`src/rtl/wb_cmd_master.sv`:
```
// wb_cmd_master: valid/ready command channel to one Wishbone classic
// cycle per command, with bounded ACK timeout and response channel.
module wb_cmd_master #(
  parameter int ADDRWIDTH = 7,
  parameter int DATAWIDTH = 32,
  parameter int TIMEOUT   = 16
) (
  input  logic                 WBs_CLK_i,
  input  logic                 WBs_RST_n_i,
  input  logic                 cmd_valid_i,
  output logic                 cmd_ready_o,
  input  logic                 cmd_we_i,
  input  logic [ADDRWIDTH-1:0] cmd_adr_i,
  input  logic [3:0]           cmd_sel_i,
  input  logic [DATAWIDTH-1:0] cmd_dat_i,
  output logic                 rsp_valid_o,
  input  logic                 rsp_ready_i,
  output logic [DATAWIDTH-1:0] rsp_dat_o,
  output logic                 rsp_err_o,
  output logic [ADDRWIDTH-1:0] WBm_ADR_o,
  output logic                 WBm_CYC_o,
  output logic                 WBm_STB_o,
  output logic                 WBm_WE_o,
  output logic [3:0]           WBm_BYTE_STB_o,
  output logic [DATAWIDTH-1:0] WBm_DAT_o,
  input  logic [DATAWIDTH-1:0] WBm_DAT_i,
  input  logic                 WBm_ACK_i,
  output logic [7:0]           err_count_o
);

  localparam int TW = $clog2(TIMEOUT) + 1;
  localparam logic [TW-1:0] TLAST = TW'(TIMEOUT - 1);

  typedef enum logic [1:0] {
    IDLE,
    BUS,
    RESP
  } state_t;

  state_t        state;
  logic [TW-1:0] timer;

  always_ff @(posedge WBs_CLK_i or negedge WBs_RST_n_i) begin
    if (!WBs_RST_n_i) begin
      state          <= IDLE;
      timer          <= '0;
      cmd_ready_o    <= 1'b1;
      rsp_valid_o    <= 1'b0;
      rsp_dat_o      <= '0;
      rsp_err_o      <= 1'b0;
      WBm_ADR_o      <= '0;
      WBm_CYC_o      <= 1'b0;
      WBm_STB_o      <= 1'b0;
      WBm_WE_o       <= 1'b0;
      WBm_BYTE_STB_o <= '0;
      WBm_DAT_o      <= '0;
      err_count_o    <= '0;
    end else begin
      unique case (state)
        IDLE: begin
          if (cmd_valid_i) begin
            WBm_ADR_o      <= cmd_adr_i;
            WBm_WE_o       <= cmd_we_i;
            WBm_BYTE_STB_o <= cmd_sel_i;
            WBm_DAT_o      <= cmd_dat_i;
            WBm_CYC_o      <= 1'b1;
            WBm_STB_o      <= 1'b1;
            timer          <= '0;
            cmd_ready_o    <= 1'b0;
            state          <= BUS;
          end
        end
        BUS: begin
          // ACK takes priority over an expiring timer
          if (WBm_ACK_i) begin
            rsp_dat_o   <= WBm_WE_o ? '0 : WBm_DAT_i;
            rsp_err_o   <= 1'b0;
            WBm_CYC_o   <= 1'b0;
            WBm_STB_o   <= 1'b0;
            rsp_valid_o <= 1'b1;
            state       <= RESP;
          end else if (timer == TLAST) begin
            rsp_dat_o   <= '0;
            rsp_err_o   <= 1'b1;
            WBm_CYC_o   <= 1'b0;
            WBm_STB_o   <= 1'b0;
            rsp_valid_o <= 1'b1;
            if (err_count_o != 8'hFF)
              err_count_o <= err_count_o + 8'd1;
            state       <= RESP;
          end else begin
            timer <= timer + 1'b1;
          end
        end
        RESP: begin
          if (rsp_ready_i) begin
            rsp_valid_o <= 1'b0;
            cmd_ready_o <= 1'b1;
            state       <= IDLE;
          end
        end
        default: begin
          state <= IDLE;
        end
      endcase
    end
  end

endmodule
```
`config.mk`:
```
export PLATFORM = sky130hd
export DESIGN_NAME = wb_cmd_master
export DESIGN_NICKNAME = d
export VERILOG_FILES = /design/src/rtl/wb_cmd_master.sv
export SDC_FILE = /design/constraint.sdc
export NUM_CORES = 1
export LEC_CHECK = 0
export BUFFER_PORTS_ARGS = -buffer_cell sky130_fd_sc_hd__buf_2
export CORE_ASPECT_RATIO = 1.4
export CORE_UTILIZATION = 50
export CTS_CLUSTER_SIZE = 10
export DETAILED_ROUTE_END_ITERATION = 6
export GPL_TIMING_DRIVEN = 0
export PLACE_DENSITY = 0.92
export SYNTH_ARGS = -nofsm -noshare
export SYNTH_HDL_FRONTEND = slang
export SYNTH_SLANG_ARGS = --single-unit
```
`constraint.sdc`:
```
create_clock -name WBs_CLK_i -period 4.8 [get_ports WBs_CLK_i]
set_clock_uncertainty 0.2 [all_clocks]
set_input_delay 0.24 -clock WBs_CLK_i [delete_from_list [all_inputs] [get_ports WBs_CLK_i]]
set_output_delay 0.24 -clock WBs_CLK_i [all_outputs]
set_load 0.01 [all_outputs]
```
==> metrics.log <==
INFO  metric status = finished, final reports clean
INFO  metric postSynth.asyncResetShare = 100%
INFO  metric clock_tree.root_cell = sky130_fd_sc_hd__clkbuf_8
INFO  metric synth_xor_area_share = 0.235%
INFO  metric post_drt_via_cell_ratio = 5.34
INFO  metric maxSlewViolCount = 0
INFO  metric yosys.area.top_type = sky130_fd_sc_hd__dfrtp_1
INFO  metric internal_power = 1.99 mW
INFO  metric worst_setup_path_start_kind = register
INFO  metric chipWidth = 75.0 um
INFO  metric floorplan.die_area = 7820 sq um
INFO  metric post_cts_resize_count = 0
INFO  metric synthAdderAreaFrac = 1.01%
INFO  metric grt_util_all_layers = 30.8%
INFO  metric final_min_period_over_clock_period = 56.8%
INFO  metric fin_crit = 2.73 ns
INFO  metric drive_above_1_share = 46.1%
INFO  metric critical-path-slowest-cell = sky130_fd_sc_hd__dfrtp_1
INFO  metric filler_cell_count = 393
INFO  metric cts_inserted_buffers = 9
INFO  metric report.final.hold_viol_count = 0
INFO  metric synth-compound-area-share = 12.1%
INFO  metric antenna-diode-count = 0
INFO  metric drtPass1Iterations = 4
INFO  metric grt_start_max_net_pins = 78
INFO  metric die_height = 104 um
INFO  metric synth-simple-area-share = 6.07%
INFO  metric cts.sink_count = 95
INFO  metric grt_overflow_total = 0
INFO  metric max_clock_buf_depth = 2
INFO  metric synth_top_family_by_area = multiplexers
INFO  metric design.final.nets = 610
INFO  metric rsz0062_at_grt = false
INFO  metric power.share.clock = 15.9%
INFO  metric critical_path_class = reg -> reg
INFO  metric power.sequential.fraction = 43.6%
INFO  metric comb_power_share = 40.4%
INFO  metric worst_path_largest_cell_delay = 0.44 ns
INFO  metric fp.coreArea = 7070 sq um
INFO  metric post-synth-top-area-fraction = 63.0%
INFO  metric dr.first_iter.drc_count = 132
INFO  metric initial_core_util = 52.8%
INFO  metric power.switching = 1.10 mW
INFO  metric cp.arrival = 2.82 ns
INFO  metric power_density = 541 nW/um^2
INFO  metric synth-edff-count = 0
INFO  metric yosys-top-cells-area = sky130_fd_sc_hd__dfrtp_1 63%, sky130_fd_sc_hd__mux2_2 14%, sky130_fd_sc_hd__a22o_1 8.0%
INFO  metric leakage = 2.82 nW
INFO  metric cts_htree_levels = 3
INFO  metric synth_mux_area_share = 14.7%
INFO  metric tns = 0 ns
INFO  metric grt_pass1_vias = 3713
INFO  metric via_count = 3343
INFO  metric worstSkewPairLatency = 0.37 ns
INFO  metric cts_tree = yes
INFO  metric finalCoreUtilization = 80.6%
INFO  metric worst_slew_pin_slew = 0.511 ns
INFO  metric timing.final.setup_violations = 0
INFO  metric synth_seq_area_share = 63.7%
INFO  metric grt_antenna_before_repair = 0
INFO  metric critPathCaptureType = register
INFO  metric pin_count = 170
INFO  metric critical_path_peak_fanout = 10
INFO  metric globalplace.congestion = 0.820
INFO  metric max_slew_margin = 65.9%
INFO  metric ys_ff_latch = 95
INFO  metric ys_warn_count = 0
INFO  metric worstPathCellList = ha_1, and3_1, ha_1, or2_1, clkbuf_1, nand2_1, clkbuf_1, a22o_1
INFO  metric ys_types = 37
INFO  metric fp-row-count = 36
INFO  metric grt_first_pass_wirelength = 17500 um
INFO  metric syn-instance-count = 266
INFO  metric routed_wl = 11500 um
INFO  metric required_time_worst_endpoint = 4.90 ns
INFO  metric synthesis.area = 3730 sq um
INFO  metric route.antenna.remaining_nets = 0
INFO  metric timing.fmax = 367 MHz
INFO  metric clk_pin_slew_worst_paths = 0.09 ns
INFO  metric p_sw_share = 35.6%
INFO  metric dp_hpwl = 6390 um
INFO  metric ys_dominant_reg_cell = sky130_fd_sc_hd__dfrtp_1
INFO  metric max-vdd-ir-drop = 0.483 mV
INFO  metric hold_path.class = in -> reg
INFO  metric whs = 0.0386 ns
INFO  metric synth_fp_nets = 350
INFO  metric avgRoutedWirePerCell = 18.3 um
INFO  metric syn2layout_area_growth = 52.7%
INFO  metric placement.io_buffers = 169
INFO  metric drc_errors = 0
INFO  metric timing.max_cap.violations = 0
INFO  metric postSynthAreaPerCell = 14.0 sq um
-- per-stage QoR --
step | cell area, sq um | setup slack, ns | instances | power (mW)
floorplan | 3730 | 2.52 | 266 | 1.99
finish | 5700 | 2.07 | 626 | 3.09
global route | 5700 | 1.94 | 626 | 3.25
detailed placement | 4730 | 2.15 | 531 | 2.49
global placement | 4700 | 2.24 | 530 | 2.42
CTS | 5700 | 2.11 | 626 | 3.03
-- cells in the mapped netlist (2+ instances only) --
cell type and instances:
sky130_fd_sc_hd__mux2_2 45, sky130_fd_sc_hd__nand3_1 5, sky130_fd_sc_hd__clkbuf_1 4, sky130_fd_sc_hd__nand2_1 13, sky130_fd_sc_hd__inv_1 3, sky130_fd_sc_hd__and3_1 2
sky130_fd_sc_hd__dfrtp_1 94, sky130_fd_sc_hd__ha_1 3, sky130_fd_sc_hd__o21ai_0 7, sky130_fd_sc_hd__nor3_1 2, sky130_fd_sc_hd__nand2b_1 4, sky130_fd_sc_hd__a21oi_1 10
sky130_fd_sc_hd__nor2_1 4, sky130_fd_sc_hd__o21bai_1 2, sky130_fd_sc_hd__buf_2 9, sky130_fd_sc_hd__o31ai_1 2, sky130_fd_sc_hd__mux2_1 3, sky130_fd_sc_hd__nor4_1 2
sky130_fd_sc_hd__a22o_1 34
-- routing by layer --
metal  vias to the layer above  share of wire (%)  global-route usage, %
met4                         0                4.6                   19.1
met2                       174                 55                   55.1
met1                      1630                 35                   29.9
li1                       1492                  -                      -
met5                         -                  0                      0
met3                        47                5.9                   8.14
-- power by group through the flow --
stage               registers, mW  logic [mW]  clock network (mW)
floorplan                    1.47       0.513                   0
global placement             1.30        1.12                   0
detailed placement           1.33        1.17                   0
CTS                          1.31        1.22               0.496
global route                 1.38        1.35               0.528
finish                       1.35        1.25               0.491
-- registers in the layout, indices dropped and copies added, names as in the netlist --
signal	cells
err_count_o	8
WBm_BYTE_STB_o	4
rsp_err_o	1
WBm_ADR_o	7
state	2
rsp_valid_o	1
WBm_STB_o	1
WBm_DAT_o	32
timer	5
rsp_dat_o	32
WBm_WE_o	1
cmd_ready_o	1
-- cell families after synthesis --
| family | after synthesis |
|---|---|
| and+or+nand+nor | 41 |
| muxes | 49 |
| xor gates and xnor gates | 1 |
| DFF | 95 |
| adders and majority gates | 3 |
| AOI/OAI and AO/OA | 60 |
| buffers and inverters | 17 |
-- worst paths after layout --
| kind | startpoint | endpoint | slack [ns] | cells after the start |
|---|---|---|---|---|
| hold / removal | cmd_valid_i | state[0] | 0.04 | 3 |
| min in group asynchronous | WBs_RST_n_i | WBm_ADR_o[1] | 0.10 | 2 |
| hold reg to reg | WBm_DAT_o[14] | WBm_DAT_o[14] | 0.29 | 1 |
| setup reg to reg | timer[0] | rsp_dat_o[6] | 2.07 | 8 |
| setup / recovery | timer[0] | rsp_dat_o[6] | 2.07 | 8 |
| max in group asynchronous | WBs_RST_n_i | cmd_ready_o | 3.60 | 3 |
-- cell type report --
class	count	area (sq um)	area share, %
buffer	14	67.6	1.18
inverter	3	11.3	0.197
timing repair buffer	249	1670	29.2
tap	95	119	2.08
sequential	95	2380	41.7
clock inverter	5	31.3	0.549
multi-input combinational	154	1280	22.4
clock buffer	11	151	2.66
-- layout by cell type (no fill, tap or decap), types with 3 or more instances in the layout --
master	synthesis	routed
sky130_fd_sc_hd__inv_1	3	3
sky130_fd_sc_hd__nand2b_1	4	4
sky130_fd_sc_hd__o21ai_0	7	7
sky130_fd_sc_hd__nand2_1	13	13
sky130_fd_sc_hd__mux2_1	3	3
sky130_fd_sc_hd__mux2_2	45	45
sky130_fd_sc_hd__nor2_1	4	4
sky130_fd_sc_hd__clkinv_2	0	3
sky130_fd_sc_hd__dlygate4sd3_1	0	79
sky130_fd_sc_hd__ha_1	3	3
sky130_fd_sc_hd__dfrtp_1	94	94
sky130_fd_sc_hd__clkbuf_8	0	11
sky130_fd_sc_hd__nand3_1	5	5
sky130_fd_sc_hd__buf_2	9	177
sky130_fd_sc_hd__clkbuf_1	4	4
sky130_fd_sc_hd__a22o_1	34	34
sky130_fd_sc_hd__a21oi_1	10	10
-- critical path, delay by kind of cell (launching register included) --
kind	cells	cell delay (ns)
buf+inv	2	0.56
simple gates	3	0.69
compound gates	1	0.25
fa+ha+maj	2	0.51
flops	1	0.44
-- what timing repair did --
action                    in CTS  in global routing
buffers inserted               0                  0
hold buffers                  79                  0
hold endpoints to repair     174                  0
Power figures use the tool's default switching activity.
